===== config.mk =====
export PLATFORM = sky130hd
export DESIGN_NAME = instr_mem_fetch_flat
export DESIGN_NICKNAME = d
export VERILOG_FILES = /design/src/rtl/instr_mem_fetch_if.sv /design/src/rtl/instr_mem_fetch.sv /design/src/flat_wrapper.sv
export SDC_FILE = /design/constraint.sdc
export NUM_CORES = 1
export LEC_CHECK = 0
export BUFFER_PORTS_ARGS = -buffer_cell sky130_fd_sc_hd__buf_2
export CAP_MARGIN = 10
export CORE_MARGIN = 1.5
export CORE_UTILIZATION = 33
export CTS_CLUSTER_SIZE = 12
export DETAILED_ROUTE_END_ITERATION = 7
export PLACE_DENSITY = 0.58
export SLEW_MARGIN = 5
export SYNTH_ARGS = -nofsm -noshare
export SYNTH_HDL_FRONTEND = slang
export SYNTH_SLANG_ARGS = --single-unit

===== constraint.sdc =====
create_clock -name clk -period 5.49 [get_ports clk]
set_input_delay 1.098 -clock clk [delete_from_list [all_inputs] [get_ports clk]]
set_output_delay 1.098 -clock clk [all_outputs]
set_load 0.02 [all_outputs]

===== src/rtl/instr_mem_fetch_if.sv =====
// Fetch/load bus between the fetch stage (master) and the instruction memory (slave).
// Carries the fetch handshake, the program-load write port and the busy/error status.
interface instr_mem_fetch_if #(
    parameter int unsigned DATA_W = 16,
    parameter int unsigned ADDR_W = 4
);
    logic              fetch_req;
    logic [ADDR_W-1:0] fetch_addr;
    logic              fetch_stall;
    logic              fetch_ready;
    logic              fetch_valid;
    logic [DATA_W-1:0] fetch_data;
    logic              wr_en;
    logic [ADDR_W-1:0] wr_addr;
    logic [DATA_W-1:0] wr_data;
    logic              wr_err;
    logic              busy;

    modport master (
        output fetch_req, fetch_addr, fetch_stall, wr_en, wr_addr, wr_data,
        input  fetch_ready, fetch_valid, fetch_data, wr_err, busy
    );

    modport slave (
        input  fetch_req, fetch_addr, fetch_stall, wr_en, wr_addr, wr_data,
        output fetch_ready, fetch_valid, fetch_data, wr_err, busy
    );
endinterface


===== src/rtl/instr_mem_fetch.sv =====
// Instruction memory with a 1-cycle fetch port, a program-load write port,
// and a post-reset sequencer that clears every word to INIT_WORD.
module instr_mem_fetch #(
    parameter int unsigned       DATA_W    = 16,
    parameter int unsigned       ADDR_W    = 4,
    parameter logic [DATA_W-1:0] INIT_WORD = '0
) (
    input logic              clk,
    input logic              rst,
    instr_mem_fetch_if.slave bus
);
    localparam int unsigned DEPTH = 2 ** ADDR_W;

    typedef enum logic {CLEAR, READY} state_e;

    state_e            state_q, state_d;
    logic [ADDR_W-1:0] clr_ptr_q, clr_ptr_d;
    logic              busy_q, busy_d;
    logic              valid_q, valid_d;
    logic [DATA_W-1:0] data_q, data_d;
    logic              wr_err_q, wr_err_d;

    logic [DATA_W-1:0] mem_q [DEPTH];
    logic              mem_we;
    logic [ADDR_W-1:0] mem_waddr;
    logic [DATA_W-1:0] mem_wdata;
    logic              accept;

    assign bus.fetch_ready = (state_q == READY) && !bus.fetch_stall;
    assign accept          = bus.fetch_req && bus.fetch_ready;
    assign bus.fetch_valid = valid_q;
    assign bus.fetch_data  = data_q;
    assign bus.wr_err      = wr_err_q;
    assign bus.busy        = busy_q;

    always_comb begin
        state_d   = state_q;
        clr_ptr_d = clr_ptr_q;
        busy_d    = busy_q;
        valid_d   = valid_q;
        data_d    = data_q;
        wr_err_d  = 1'b0;
        mem_we    = 1'b0;
        mem_waddr = clr_ptr_q;
        mem_wdata = INIT_WORD;
        case (state_q)
            CLEAR: begin
                // Load-port writes are dropped while clearing and flagged next cycle.
                mem_we    = 1'b1;
                clr_ptr_d = clr_ptr_q + ADDR_W'(1);
                wr_err_d  = bus.wr_en;
                valid_d   = 1'b0;
                if (clr_ptr_q == '1) begin
                    state_d = READY;
                    busy_d  = 1'b0;
                end
            end
            READY: begin
                mem_we    = bus.wr_en;
                mem_waddr = bus.wr_addr;
                mem_wdata = bus.wr_data;
                if (!bus.fetch_stall) begin
                    valid_d = accept;
                    if (accept) begin
                        // Write-first: a same-cycle write to the fetched word is forwarded.
                        data_d = (bus.wr_en && (bus.wr_addr == bus.fetch_addr))
                                 ? bus.wr_data : mem_q[bus.fetch_addr];
                    end
                end
            end
            default: state_d = CLEAR;
        endcase
    end

    always_ff @(posedge clk) begin
        if (rst) begin
            state_q   <= CLEAR;
            clr_ptr_q <= '0;
            busy_q    <= 1'b1;
            valid_q   <= 1'b0;
            data_q    <= INIT_WORD;
            wr_err_q  <= 1'b0;
        end else begin
            state_q   <= state_d;
            clr_ptr_q <= clr_ptr_d;
            busy_q    <= busy_d;
            valid_q   <= valid_d;
            data_q    <= data_d;
            wr_err_q  <= wr_err_d;
        end
    end

    always_ff @(posedge clk) begin
        if (!rst && mem_we) begin
            mem_q[mem_waddr] <= mem_wdata;
        end
    end
endmodule


===== src/flat_wrapper.sv =====
// flat-port wrapper written by rule: the top's interface ports become plain ports
module instr_mem_fetch_flat 
#(
    parameter int unsigned       DATA_W    = 16,
    parameter int unsigned       ADDR_W    = 4,
    parameter logic [DATA_W-1:0] INIT_WORD = '0
)
  (clk, rst, bus_fetch_req, bus_fetch_addr, bus_fetch_stall, bus_wr_en, bus_wr_addr, bus_wr_data, bus_fetch_ready, bus_fetch_valid, bus_fetch_data, bus_wr_err, bus_busy);
  instr_mem_fetch_if #(.DATA_W(DATA_W), .ADDR_W(ADDR_W)) bus_i ();
  input logic clk;
  input logic rst;
  input wire logic [$bits(bus_i.fetch_req)-1:0] bus_fetch_req;
  input wire logic [$bits(bus_i.fetch_addr)-1:0] bus_fetch_addr;
  input wire logic [$bits(bus_i.fetch_stall)-1:0] bus_fetch_stall;
  input wire logic [$bits(bus_i.wr_en)-1:0] bus_wr_en;
  input wire logic [$bits(bus_i.wr_addr)-1:0] bus_wr_addr;
  input wire logic [$bits(bus_i.wr_data)-1:0] bus_wr_data;
  output wire logic [$bits(bus_i.fetch_ready)-1:0] bus_fetch_ready;
  output wire logic [$bits(bus_i.fetch_valid)-1:0] bus_fetch_valid;
  output wire logic [$bits(bus_i.fetch_data)-1:0] bus_fetch_data;
  output wire logic [$bits(bus_i.wr_err)-1:0] bus_wr_err;
  output wire logic [$bits(bus_i.busy)-1:0] bus_busy;
  assign bus_i.fetch_req = bus_fetch_req;
  assign bus_i.fetch_addr = bus_fetch_addr;
  assign bus_i.fetch_stall = bus_fetch_stall;
  assign bus_i.wr_en = bus_wr_en;
  assign bus_i.wr_addr = bus_wr_addr;
  assign bus_i.wr_data = bus_wr_data;
  assign bus_fetch_ready = bus_i.fetch_ready;
  assign bus_fetch_valid = bus_i.fetch_valid;
  assign bus_fetch_data = bus_i.fetch_data;
  assign bus_wr_err = bus_i.wr_err;
  assign bus_busy = bus_i.busy;
  instr_mem_fetch #(.DATA_W(DATA_W), .ADDR_W(ADDR_W), .INIT_WORD(INIT_WORD)) u_core (.clk(clk), .rst(rst), .bus(bus_i));
endmodule

==> results of run 1 <==
kinds of logic (layout without fill, tap and decap cells):
family          after synthesis  count (layout)
xor+xnor                      8               8
fa+ha+maj                     1               1
buf+inv                      38             124
flops                       280             280
compound gates               42              42
simple gates                146             146
mux                          69              69
power groups by stage:
stage / clock network, W / registers [W] / logic, W
after floorplan: 0 / 0.00237 / 0.000135
after global placement: 0 / 0.00237 / 0.000194
after detailed placement: 0 / 0.00238 / 0.000198
after CTS: 0.00180 / 0.00233 / 0.000198
after global routing: 0.00188 / 0.00233 / 0.000211
final: 0.00176 / 0.00233 / 0.000195
cell usage after synthesis, types with 2 or more instances:
library cell | instances | share of area
sky130_fd_sc_hd__a22oi_1 | 32 | 0.022
sky130_fd_sc_hd__inv_1 | 3 | 0.0010
sky130_fd_sc_hd__edfxtp_1 | 256 | 0.70
sky130_fd_sc_hd__mux2i_1 | 4 | 0.0036
sky130_fd_sc_hd__a21oi_1 | 2 | 0.00091
sky130_fd_sc_hd__dfxtp_1 | 24 | 0.044
sky130_fd_sc_hd__and2_1 | 17 | 0.0096
sky130_fd_sc_hd__nand3_1 | 31 | 0.014
sky130_fd_sc_hd__nand2_1 | 40 | 0.014
sky130_fd_sc_hd__buf_2 | 12 | 0.0054
sky130_fd_sc_hd__xnor2_1 | 5 | 0.0040
sky130_fd_sc_hd__mux4_2 | 64 | 0.13
sky130_fd_sc_hd__buf_1 | 6 | 0.0020
sky130_fd_sc_hd__nor2_1 | 27 | 0.0092
sky130_fd_sc_hd__xor2_1 | 3 | 0.0024
sky130_fd_sc_hd__a31oi_1 | 2 | 0.0011
sky130_fd_sc_hd__buf_6 | 2 | 0.0020
sky130_fd_sc_hd__nand3_2 | 20 | 0.018
sky130_fd_sc_hd__clkbuf_1 | 14 | 0.0048
sky130_fd_sc_hd__nor2b_1 | 5 | 0.0028
sky130_fd_sc_hd__nor3b_1 | 2 | 0.0014
layout by cell type, fill, tap and decap left out, types with 2 or more instances in the layout:
| cell type | n |
|---|---|
| sky130_fd_sc_hd__a22oi_1 | 32 |
| sky130_fd_sc_hd__a31oi_1 | 2 |
| sky130_fd_sc_hd__and2_1 | 17 |
| sky130_fd_sc_hd__buf_2 | 47 |
| sky130_fd_sc_hd__buf_4 | 23 |
| sky130_fd_sc_hd__clkbuf_1 | 16 |
| sky130_fd_sc_hd__clkbuf_16 | 29 |
| sky130_fd_sc_hd__clkbuf_8 | 4 |
| sky130_fd_sc_hd__dfxtp_1 | 24 |
| sky130_fd_sc_hd__edfxtp_1 | 256 |
| sky130_fd_sc_hd__inv_1 | 3 |
| sky130_fd_sc_hd__mux2i_1 | 4 |
| sky130_fd_sc_hd__mux4_2 | 64 |
| sky130_fd_sc_hd__nand2_1 | 40 |
| sky130_fd_sc_hd__nand3_1 | 31 |
| sky130_fd_sc_hd__nand3_2 | 20 |
| sky130_fd_sc_hd__nor2_1 | 12 |
| sky130_fd_sc_hd__nor2_2 | 15 |
| sky130_fd_sc_hd__nor2b_1 | 5 |
| sky130_fd_sc_hd__nor3b_1 | 2 |
| sky130_fd_sc_hd__xnor2_1 | 5 |
| sky130_fd_sc_hd__xor2_1 | 3 |
layout make-up:
type	count	area, µm²
fill	3000	19970
sequential	280	8168
multi-input combinational	266	2729
clock buffer	49	840.8
tap	442	553.0
timing repair buffer	71	427.9
inverter	3	11.26
clock inverter	1	5.005
path summary, 6_finish.rpt:
| kind | cells after the start | end | slack (ps) | startpoint |
|---|---|---|---|---|
| hold / removal | 1 | u_core.bus.busy$_SDFFE_PP1P_ | 460 | u_core.bus.busy$_SDFFE_PP1P_ |
| setup reg to reg | 6 | u_core.bus.fetch_data[1]$_SDFFE_PP0P_ | 2920 | u_core.state_q$_SDFF_PP0_ |
| setup / recovery | 6 | u_core.bus.fetch_data[1]$_SDFFE_PP0P_ | 2410 | bus_fetch_addr[1] |
| hold reg to reg | 1 | u_core.bus.busy$_SDFFE_PP1P_ | 460 | u_core.bus.busy$_SDFFE_PP1P_ |
critical path, stage by stage:
cell and delay [ps]:
sky130_fd_sc_hd__buf_2 710, sky130_fd_sc_hd__xor2_1 140, sky130_fd_sc_hd__o22a_1 270, sky130_fd_sc_hd__or4_1 960
sky130_fd_sc_hd__nand3_2 220, sky130_fd_sc_hd__nand3_2 80
layer usage:
| metal | global-route usage | vias to the layer above |
|---|---|---|
| met5 | 0 | - |
| met4 | 0.03903 | 0 |
| met3 | 0.02465 | 39 |
| met2 | 0.2376 | 210 |
| met1 | 0.2126 | 2991 |
| li1 | - | 2476 |
state kept, by name (all words and copies together), names as in the netlist:
| name | count |
|---|---|
| u_core.state_q | 1 |
| u_core.bus.fetch_valid | 1 |
| u_core.mem_q | 256 |
| u_core.bus.busy | 1 |
| u_core.bus.wr_err | 1 |
| u_core.clr_ptr_q | 4 |
| u_core.bus.fetch_data | 16 |
per-stage QoR:
stage	worst slack (ps)	total power, W	utilization	area, µm²
after floorplan	2797	0.002507	-	11040
after global placement	1892	0.002568	0.3636	11890
after detailed placement	1826	0.002573	0.3636	11890
after CTS	2393	0.004332	0.3894	12730
after global routing	2261	0.004420	0.3894	12730
final	2411	0.004289	0.3894	12730
==> reports/qor.log, run 1 <==
INFO  status         outcome=complete, no violations
INFO  power_and_ir_drop combPwrFrac=0.045
INFO  grt            global_route_wire_length_before_repair=37470µm
INFO  logic_synthesis ys_ff_latch=280
INFO  timing         setup_viols_final=0
INFO  grt            grt_pass1_vias=6012
INFO  drt            wire_length_on_met2=11580µm
INFO  power_and_ir_drop power_leakage=4.384nW
INFO  logic_synthesis netlist_area=0.01104mm²
INFO  power_and_ir_drop netSwitchingFraction=0.2006
INFO  hold_path      hold_path.class=reg2reg
INFO  floorplan      ios=49
INFO  clock_tree     clock_tree_from_tritoncts=built
INFO  floorplan      floorplan.core_area=0.03270mm²
INFO  logic_synthesis mappedNetlistNets=614
INFO  cells_and_area final_layout_size_suffix_gt1_frac=0.3090
INFO  logic_synthesis synthFlopType=sky130_fd_sc_hd__edfxtp_1
INFO  logic_synthesis post_synth_mux_area_share=0.1354
INFO  timing         worst_hold_slack_across_all_endpoints=462.1ps
INFO  floorplan      chipWidth=185.9µm
INFO  place          hpwlAfterDp=14800µm
INFO  timing         rsz0062_at_grt=no
INFO  floorplan      num_rows=66
INFO  drt            route.layer.met1.wl=11360µm
INFO  clock_tree     cts.sink_count=280
INFO  logic_synthesis synth-adder-area-share=0.001133
INFO  clock_tree     cts-hold-fix-buffers=0
INFO  drt            drtIter0Drc=561
INFO  drt            wire_per_inst=22.44µm
INFO  timing         hold_viol=0
INFO  drt            detailroute.via_count=5716
INFO  logic_synthesis netlist-cell-type-count=34
INFO  logic_synthesis yosys_warnings=0
INFO  grt            grt_overflow_total=0
INFO  power_and_ir_drop power.ir.vdd_worst=0.2448mV
INFO  power_and_ir_drop power.share.sequential=0.543
INFO  power_and_ir_drop power_density=336.8mW/mm²
INFO  timing         timing.max_slew.rel_slack=0.2389
INFO  power_and_ir_drop p_int=0.003428W
INFO  clock_tree     cts_resized=0
INFO  timing         finalCritPeriodShare=0.5609
INFO  critical_path  critical_path_required=5910ps
INFO  grt            pin_count_of_the_biggest_net_entering_global_routing=41
INFO  timing         setup_total_negative_slack=0ps
INFO  grt            grtUsageTotal=0.1492
INFO  cells_and_area finish.net_count=680
INFO  timing         timing_max_transition_violations_final=0
INFO  logic_synthesis post_synth.cell_area_avg=18.91µm²
INFO  clock_tree     cts.repair_timing.setup_buffer_count=0
INFO  critical_path  timing_worst_setup_path_type=in2reg
INFO  drt            top_layer=met4
INFO  drt            dr.pass1.iters=5
INFO  clock_tree     cts-buffers-inserted=28
INFO  drt            postRouteAntennaNets=0
INFO  critical_path  start_kind=input port
INFO  logic_synthesis synth_enable_flop_cells=256
INFO  timing         worst_clock_skew=19.61ps
INFO  cells_and_area num_antenna_cells=0
INFO  logic_synthesis synthesis.instances=584
INFO  drt            routed_via_density=5.140
INFO  drt            drt_drc_violations_left=0
INFO  place          numPortBuffers=48
INFO  logic_synthesis ys_seq_area_frac=0.7395
INFO  place          gp_congestion=0.7855
INFO  clock_tree     cts.clk_slew.worst_paths=60ps
INFO  logic_synthesis synthXorXnorAreaFrac=0.006344
INFO  power_and_ir_drop p_sw=0.0008604W
INFO  clock_tree     cts.htree.levels=1
INFO  power_and_ir_drop share_of_total_power_in_the_clock_network=0.411
INFO  floorplan      fp.dieH=185.9µm
INFO  drt            detailroute.wirelength.met3=1545µm
INFO  critical_path  crit_arrival=3500ps
INFO  critical_path  crit_path_capture_type=flop
INFO  logic_synthesis async_reset_ff_frac=0
INFO  critical_path  worstPathMaxFanout=34
INFO  floorplan      initial_utilization=0.3377
INFO  timing         fmax=324.7MHz
INFO  clock_tree     cts_root_buffer=sky130_fd_sc_hd__clkbuf_16
INFO  cells_and_area fin_cells=1112
INFO  cells_and_area area_growth_syn_to_layout=15.31%
INFO  timing         tightestPinTransition=1133ps
INFO  logic_synthesis synth_simple_gate_area_share=0.07250
INFO  grt            grt_antenna_before_repair=0
INFO  floorplan      fp.dieArea=0.03457mm²
INFO  logic_synthesis synth_top_family_by_area=multiplexers
INFO  timing         finalCriticalPeriod=3079ps
INFO  job            cap_viol_max_count=0
INFO  clock_tree     clock_insertion_delay_at_the_later_pin_of_the_skew_report=540ps
INFO  clock_tree     cts_buffer_depth=3
INFO  logic_synthesis synth_compound_gate_area_share=0.02798
INFO  drt            route.final.wire_length=24960µm
INFO  place          dpl.cell_count=1062
Note: power is estimated with default switching activity, not from simulation.
==> inputs of run 2 (changes only) <==
--- a/config.mk
+++ b/config.mk
@@ -5,6 +5,7 @@
 export SDC_FILE = /design/constraint.sdc
 export NUM_CORES = 1
 export LEC_CHECK = 0
+export ABC_AREA = 1
 export BUFFER_PORTS_ARGS = -buffer_cell sky130_fd_sc_hd__buf_2
 export CAP_MARGIN = 10
 export CORE_MARGIN = 1.5
==> constraint.sdc (replaced) <==
create_clock -name clk -period 2.98 [get_ports clk]
set_input_delay 0.596 -clock clk [delete_from_list [all_inputs] [get_ports clk]]
set_output_delay 0.596 -clock clk [all_outputs]
set_load 0.02 [all_outputs]
==> reports/qor.log, run 2 <==
INFO  timing         worst_clock_skew=14.94ps [-4.667 ps]
INFO  job            cap_viol_max_count=0 [unchanged]
INFO  logic_synthesis mappedNetlistNets=1285 [+110%]
INFO  grt            global_route_wire_length_before_repair=49000µm [+31%]
INFO  logic_synthesis ys_seq_area_frac=0.6523 [-0.08721]
INFO  drt            postRouteAntennaNets=0 [unchanged]
INFO  drt            drt_drc_violations_left=0 [unchanged]
INFO  cells_and_area final_layout_size_suffix_gt1_frac=0.1475 [-0.1615]
INFO  clock_tree     cts-hold-fix-buffers=0 [unchanged]
INFO  logic_synthesis synthesis.instances=1255 [+110%]
INFO  status         outcome=complete, no violations
INFO  clock_tree     cts_root_buffer=sky130_fd_sc_hd__clkbuf_16
INFO  drt            routed_via_density=4.626 [-10%]
INFO  clock_tree     cts_resized=0 [unchanged]
INFO  logic_synthesis synthMostInstantiatedCell=sky130_fd_sc_hd__nand2_1
INFO  cells_and_area largest_register=u_core.mem_q
INFO  logic_synthesis yosys-top-cells-count=373 x sky130_fd_sc_hd__nand2_1, 256 x sky130_fd_sc_hd__edfxtp_1, 221 x sky130_fd_sc_hd__inv_1
INFO  logic_synthesis netlist-cell-type-count=25 [-26%]
INFO  cells_and_area finish.net_count=1346 [+98%]
INFO  clock_tree     cts.repair_timing.setup_buffer_count=0 [unchanged]
INFO  timing         setup_total_negative_slack=0ps [unchanged]
INFO  clock_tree     cts.sink_count=280 [unchanged]
INFO  timing         timing.max_slew.rel_slack=0.5660 [+0.3271]
INFO  timing         finalCriticalPeriod=2219ps
INFO  place          hpwlAfterDp=20180µm [+36%]
INFO  clock_tree     cts-buffers-inserted=29 [+3.6%]
INFO  floorplan      chipWidth=197.8µm [+6.4%]
INFO  grt            grtUsageTotal=0.1669 [+0.01775]
INFO  cells_and_area num_antenna_cells=0 [unchanged]
INFO  power_and_ir_drop post-layout-total-power=0.008224W [+92%]
INFO  cells_and_area layout_commonest_cell=sky130_fd_sc_hd__nand2_1
INFO  critical_path  crit_path_capture_type=flop
INFO  clock_tree     cts_buffer_depth=3 [unchanged]
INFO  cells_and_area final_cell_mix=373 x sky130_fd_sc_hd__nand2_1, 256 x sky130_fd_sc_hd__edfxtp_1, 221 x sky130_fd_sc_hd__inv_1
INFO  place          gp_congestion=0.8746 [+11%]
INFO  logic_synthesis netlist_area=0.01252mm² [+13%]
INFO  grt            pin_count_of_the_biggest_net_entering_global_routing=65 [+59%]
INFO  cells_and_area area_growth_syn_to_layout=15.27% [about the same]
INFO  power_and_ir_drop power.ir.vdd_worst=0.3852mV [+57%]
INFO  logic_synthesis synth_largest_type_area_fraction=0.6140 [-0.08208]
INFO  critical_path  cpPeakStageDelay=540ps [-420 ps]
INFO  timing         worst_hold_slack_across_all_endpoints=335.6ps [-126.5 ps]
INFO  drt            wire_per_inst=17.43µm [-22%]
INFO  timing         tightestPinTransition=651.0ps [-482.2 ps]
INFO  floorplan      fp.dieArea=0.03912mm² [+13%]
INFO  timing         finalCritPeriodShare=0.7446
INFO  power_and_ir_drop power_leakage=6.176nW [+41%]
INFO  timing         setup_viols_final=0 [unchanged]
INFO  floorplan      initial_utilization=0.3340 [-0.003744]
INFO  critical_path  worst_path_max_delay_cell=sky130_fd_sc_hd__dfxtp_1
INFO  clock_tree     cts.htree.levels=1 [unchanged]
INFO  cells_and_area final_core_utilization=0.3850 [-0.004437]
INFO  critical_path  worstPathMaxFanout=12 [-65%]
INFO  clock_tree     clock_insertion_delay_at_the_later_pin_of_the_skew_report=550ps [about the same]
INFO  drt            dr.pass1.iters=8 [+3]
INFO  logic_synthesis post-synth-top-area-cell=sky130_fd_sc_hd__edfxtp_1
INFO  grt            grt_antenna_before_repair=0 [unchanged]
INFO  place          postPlaceCellArea=0.01356mm² [+14%]
INFO  hold_path      hold_path.class=in2reg
INFO  logic_synthesis yosys_warnings=0 [unchanged]
INFO  clock_tree     clock_tree_from_tritoncts=built
INFO  power_and_ir_drop power_density=569.8mW/mm² [+69%]
INFO  timing         hold_viol=0 [unchanged]
INFO  floorplan      fp.dieH=197.8µm [+6.4%]
INFO  logic_synthesis synth_enable_flop_cells=256 [unchanged]
INFO  drt            detailroute.via_count=8545 [+49%]
INFO  timing         timing_max_transition_violations_final=0 [unchanged]
INFO  floorplan      ios=49 [unchanged]
INFO  grt            grt_pass1_vias=8127 [+35%]
INFO  logic_synthesis cell_types_with_the_largest_area_share_after_synthesis=sky130_fd_sc_hd__edfxtp_1 61%, sky130_fd_sc_hd__nand2_1 11%, sky130_fd_sc_hd__nand3_1 8.4%
INFO  critical_path  critical_path_required=3230ps [-2680 ps]
INFO  grt            grt_overflow_total=0 [unchanged]
INFO  drt            drtIter0Drc=777 [+39%]
INFO  timing         fmax=450.7MHz
INFO  floorplan      floorplan.core_area=0.03749mm² [+15%]
INFO  logic_synthesis post_synth.cell_area_avg=9.977µm² [-47%]
INFO  logic_synthesis synthFlopType=sky130_fd_sc_hd__edfxtp_1
INFO  critical_path  crit_arrival=2470ps [-1030 ps]
INFO  logic_synthesis ys_ff_latch=280 [unchanged]
INFO  critical_path  crit_chain=inv_2, nand2_1, nand2_1, inv_1, nand3_1, nor2_2, buf_12
INFO  critical_path  timing_worst_setup_path_type=reg2reg
INFO  floorplan      num_rows=71 [+7.6%]
INFO  timing         rsz0062_at_grt=no
INFO  clock_tree     cts.clk_slew.worst_paths=60ps [about the same]
INFO  cells_and_area post-route-cell-area=0.01443mm² [+13%]
INFO  critical_path  start_kind=flop
INFO  critical_path  critical-path-top-cell-by-count=sky130_fd_sc_hd__nand2_1
INFO  drt            route.final.wire_length=32190µm [+29%]
INFO  cells_and_area largest_register_ffs=256 [unchanged]
INFO  logic_synthesis async_reset_ff_frac=0 [unchanged]
INFO  place          numPortBuffers=48 [unchanged]
[run 2: power by group]
part           total (W)  internal (W)  leakage [nW]  switching (W)
combinational   0.000529      0.000158          3.05       0.000371
sequential       0.00429       0.00428          2.70      0.0000117
clock            0.00341       0.00198         0.422        0.00143
[run 2: through the flow]
step / std cells / worst slack [ps]
global route: 1847 / 617.2
floorplan: 1255 / 890.9
global placement: 1796 / 736.3
detailed placement: 1796 / 746.2
CTS: 1847 / 736.7
finish: 1847 / 761.2
[run 2: cell type report]
cell class / count / area [µm²]
fillers: 3650 / 23060
flip-flops and latches: 280 / 8168
multi-input cells: 684 / 3238
inverters: 228 / 858.3
clock buffers: 43 / 788.3
repair buffers: 93 / 655.6
well taps: 511 / 639.4
clock inverters: 8 / 85.08
[run 2: critical path, delay by kind of cell, from the launching register on]
| kind | cells | cell delay, ps |
|---|---|---|
| buffers and inverters | 3 | 480 |
| DFF | 1 | 540 |
| and+or+nand+nor | 4 | 890 |
[run 2: final timing paths]
| check | startpoint | to | slack, ps | cells past startpoint |
|---|---|---|---|---|
| hold reg to reg | u_core.bus.busy$_SDFFE_PP1P_ | u_core.bus.busy$_SDFFE_PP1P_ | 460 | 2 |
| setup / recovery | u_core.state_q$_SDFF_PP0_ | u_core.mem_q[14][6]$_DFFE_PP_ | 760 | 7 |
| setup reg to reg | u_core.state_q$_SDFF_PP0_ | u_core.mem_q[14][6]$_DFFE_PP_ | 760 | 7 |
| hold / removal | bus_wr_en | u_core.bus.wr_err$_SDFF_PP0_ | 340 | 3 |
[run 2: cells by family after synthesis]
kind of cell | Yosys count | synth area share
flip-flops | 280 | 0.6523
AO/OA/AOI/OAI | 27 | 0.01469
adder cells (fa/ha/maj) | 1 | 0.0009991
buffers and inverters | 291 | 0.09224
AND/OR/NAND/NOR | 656 | 0.2397
[run 2: layer usage]
layer / up-vias / global-route usage / share of wire
met5: - / 0 / 0
met4: 0 / 0.04495 / 0.021
met3: 46 / 0.02095 / 0.055
met2: 220 / 0.2829 / 0.49
met1: 4080 / 0.2254 / 0.44
li1: 4199 / - / -
==> inputs of run 3 (changes only) <==
--- a/config.mk
+++ b/config.mk
@@ -12,7 +12,7 @@
 export CORE_UTILIZATION = 33
 export CTS_CLUSTER_SIZE = 12
 export DETAILED_ROUTE_END_ITERATION = 7
-export PLACE_DENSITY = 0.58
+export PLACE_DENSITY = 0.6
 export SLEW_MARGIN = 5
 export SYNTH_ARGS = -nofsm -noshare
 export SYNTH_HDL_FRONTEND = slang
==> constraint.sdc (replaced) <==
create_clock -name clk -period 2 [get_ports clk]
set_input_delay 0.4 -clock clk [delete_from_list [all_inputs] [get_ports clk]]
set_output_delay 0.4 -clock clk [all_outputs]
set_load 0.02 [all_outputs]
==> reports/qor.log, run 3 (same netlist as run 2, synthesis figures left out) <==
INFO  floorplan      floorplan.core_area=0.03749mm² [unchanged]
INFO  power_and_ir_drop power.ir.vdd_worst=0.5901mV [+53%]
INFO  critical_path  start_kind=flop
INFO  clock_tree     clock_insertion_delay_at_the_later_pin_of_the_skew_report=560ps [about the same]
INFO  drt            route.final.wire_length=31200µm [-3.1%]
INFO  timing         fmax=532.6MHz [+18%]
INFO  job            cap_viol_max_count=0 [unchanged]
INFO  timing         finalCritPeriodShare=0.9388 [+0.1943]
INFO  critical_path  crit_path_capture_type=flop
INFO  power_and_ir_drop power.share.sequential=0.528 [+0.007]
INFO  grt            grt_antenna_before_repair=0 [unchanged]
INFO  power_and_ir_drop combPwrFrac=0.070 [+0.006]
INFO  power_and_ir_drop power_density=825.8mW/mm² [+45%]
INFO  cells_and_area layout_commonest_cell=sky130_fd_sc_hd__nand2_1
INFO  critical_path  reg2reg_depth=6 [-1]
INFO  cells_and_area largest_register_ffs=256 [unchanged]
INFO  power_and_ir_drop share_of_total_power_in_the_clock_network=0.402 [-0.012]
INFO  power_and_ir_drop netSwitchingFraction=0.2264 [+0.006484]
INFO  cells_and_area filler_cell_count=3695 [+1.2%]
INFO  critical_path  critical_path_required=2240ps [-990 ps]
INFO  timing         setup_viols_final=0 [unchanged]
INFO  clock_tree     cts_root_buffer=sky130_fd_sc_hd__clkbuf_16
INFO  timing         timing.max_slew.rel_slack=0.6157 [+0.04973]
INFO  grt            pin_count_of_the_biggest_net_entering_global_routing=65 [unchanged]
INFO  timing         setup_total_negative_slack=0ps [unchanged]
INFO  clock_tree     clock_tree_from_tritoncts=built
INFO  floorplan      num_rows=71 [unchanged]
INFO  cells_and_area area.sequential=0.008169mm² [about the same]
INFO  clock_tree     cts-buffers-inserted=29 [unchanged]
INFO  timing         rsz0062_at_grt=no
INFO  power_and_ir_drop p_int=0.009370W [+46%]
INFO  grt            grt_overflow_total=0 [unchanged]
INFO  critical_path  worstPathMaxFanout=13 [+1]
INFO  cells_and_area final_cell_mix=373 x sky130_fd_sc_hd__nand2_1, 256 x sky130_fd_sc_hd__edfxtp_1, 221 x sky130_fd_sc_hd__inv_1
INFO  hold_path      whs_endpoint=u_core.bus.wr_err$_SDFF_PP0_
INFO  floorplan      fp.dieH=197.8µm [unchanged]
INFO  place          gp_congestion=0.8714 [-0.37%]
INFO  timing         timing_max_transition_violations_final=0 [unchanged]
INFO  floorplan      fp.dieArea=0.03912mm² [unchanged]
INFO  grt            grtUsageTotal=0.1628 [-0.004140]
INFO  critical_path  reg2reg_setup_slack=120ps [-640 ps]
INFO  drt            wire_per_inst=16.74µm [-3.9%]
INFO  grt            global_route_wire_length_before_repair=48550µm [-0.91%]
INFO  drt            dr.pass1.iters=6 [-2]
INFO  place          numPortBuffers=48 [unchanged]
INFO  cells_and_area area_growth_syn_to_layout=17.15%
INFO  cells_and_area area_of_combinational_cells_with_multiple_inputs=0.003238mm² [unchanged]
INFO  cells_and_area final_layout_size_suffix_gt1_frac=0.1582 [+0.01071]
INFO  hold_path      hold_path.class=in2reg
INFO  floorplan      ios=49 [unchanged]
INFO  clock_tree     cts.htree.levels=1 [unchanged]
INFO  clock_tree     cts_buffer_depth=3 [unchanged]
INFO  cells_and_area finish.net_count=1362 [+1.2%]
INFO  timing         tightestPinTransition=575.8ps [-75.22 ps]
INFO  place          hpwlAfterDp=20140µm [-0.17%]
INFO  critical_path  timing_worst_setup_path_type=reg2reg
INFO  drt            routed_via_density=4.621 [-0.12%]
INFO  critical_path  crit_arrival=2110ps [-360 ps]
INFO  critical_path  reg2reg_from=u_core.state_q$_SDFF_PP0_
INFO  critical_path  rr_endpoint=u_core.mem_q[1][10]$_DFFE_PP_
INFO  cells_and_area largest_register=u_core.mem_q
INFO  drt            drtIter0Drc=748 [-3.7%]
INFO  drt            postRouteAntennaNets=0 [unchanged]
INFO  timing         worst_clock_skew=31.06ps [+16.12 ps]
INFO  timing         worst_hold_slack_across_all_endpoints=134.6ps [-201.1 ps]
INFO  power_and_ir_drop power_leakage=6.283nW [+1.7%]
INFO  timing         hold_viol=0 [unchanged]
INFO  status         outcome=complete, no violations
INFO  power_and_ir_drop p_sw=0.002743W [+52%]
INFO  floorplan      chipWidth=197.8µm [unchanged]
INFO  clock_tree     cts.sink_count=280 [unchanged]
INFO  timing         finalCriticalPeriod=1878ps [-341.1 ps]
INFO  hold_path      hp-start=bus_wr_en
INFO  drt            detailroute.via_count=8613 [+0.80%]
INFO  hold_path      holdPathStages=3 [unchanged]
INFO  clock_tree     cts.clk_slew.worst_paths=60ps [about the same]
INFO  floorplan      initial_utilization=0.3340 [unchanged]
INFO  drt            drt_drc_violations_left=0 [unchanged]
INFO  cells_and_area num_antenna_cells=0 [unchanged]
INFO  grt            grt_pass1_vias=8358 [+2.8%]
==> run 3: worst max-delay path by stage <==
| stage | start | end | slack (ps) | cells past startpoint |
|---|---|---|---|---|
| 2_1_floorplan | u_core.state_q$_SDFF_PP0_ | u_core.mem_q[3][0]$_DFFE_PP_ | 80 | 5 |
| 3_3_place_gp | u_core.state_q$_SDFF_PP0_ | u_core.bus.fetch_data[13]$_SDFFE_PP0P_ | 100 | 9 |
| 3_5_place_dp | u_core.state_q$_SDFF_PP0_ | u_core.bus.fetch_data[0]$_SDFFE_PP0P_ | 10 | 9 |
| 4_1_cts | u_core.state_q$_SDFF_PP0_ | bus_fetch_ready | 30 | 3 |
| 5_1_grt | u_core.state_q$_SDFF_PP0_ | u_core.mem_q[1][10]$_DFFE_PP_ | 50 | 6 |
| 6_report | u_core.state_q$_SDFF_PP0_ | u_core.mem_q[1][10]$_DFFE_PP_ | 120 | 6 |
==> run 3: what timing repair did <==
| item | in CTS | in global routing |
|---|---|---|
| gates resized for setup | 0 | 1 |
| pin swaps | 1 | 0 |
| setup endpoints to repair | 4 | 222 |
| buffers inserted | 2 | 0 |
| hold buffers | 0 | 0 |
| hold endpoints to repair | 0 | 0 |
==> run 3: worst max-delay path: stages (launching register included) <==
cell and delay (ps):
sky130_fd_sc_hd__dfxtp_2 420, sky130_fd_sc_hd__buf_4 170, sky130_fd_sc_hd__nand2_2 60, sky130_fd_sc_hd__nand2_1 120, sky130_fd_sc_hd__nand3_1 240, sky130_fd_sc_hd__nor2_2 310, sky130_fd_sc_hd__buf_12 210
==> run 3: cell type report <==
cell class / instances / share of cell area
inverters: 228 / 0.05852
flip-flops and latches: 280 / 0.5569
clock buffers: 45 / 0.05425
clock inverters: 7 / 0.002815
repair buffers: 109 / 0.06312
well taps: 511 / 0.04359
multi-input cells: 684 / 0.2208
==> run 3: power by group through the flow <==
stage	logic (W)	clock network [W]	registers, W
floorplan	0.000518	0	0.00651
global placement	0.000838	0	0.00651
detailed placement	0.000844	0	0.00651
CTS	0.000851	0.00498	0.00639
global route	0.000934	0.00517	0.00639
finish	0.000848	0.00488	0.00639
==> run 3: metal layers <==
layer | vias to the layer above | share of wire | GRT usage
met5 | - | 0 | 0
met4 | 0 | 0.022 | 0.04241
met3 | 49 | 0.061 | 0.02368
met2 | 241 | 0.48 | 0.2736
met1 | 4095 | 0.44 | 0.2201
li1 | 4228 | - | -
==> run 3: metrics by stage <==
| step | cells | setup WS (ps) | total power [W] | util | area [µm²] |
|---|---|---|---|---|---|
| 2_1_floorplan | 1255 | 79.42 | 0.007030 | - | 12520 |
| 3_3_place_gp | 1810 | 96.26 | 0.007349 | 0.3685 | 13810 |
| 3_5_place_dp | 1810 | 12.04 | 0.007357 | 0.3685 | 13810 |
| 4_1_cts | 1864 | 28.36 | 0.01222 | 0.3912 | 14670 |
| 5_1_grt | 1864 | 51.19 | 0.01249 | 0.3913 | 14670 |
| 6_report | 1864 | 122.3 | 0.01211 | 0.3913 | 14670 |
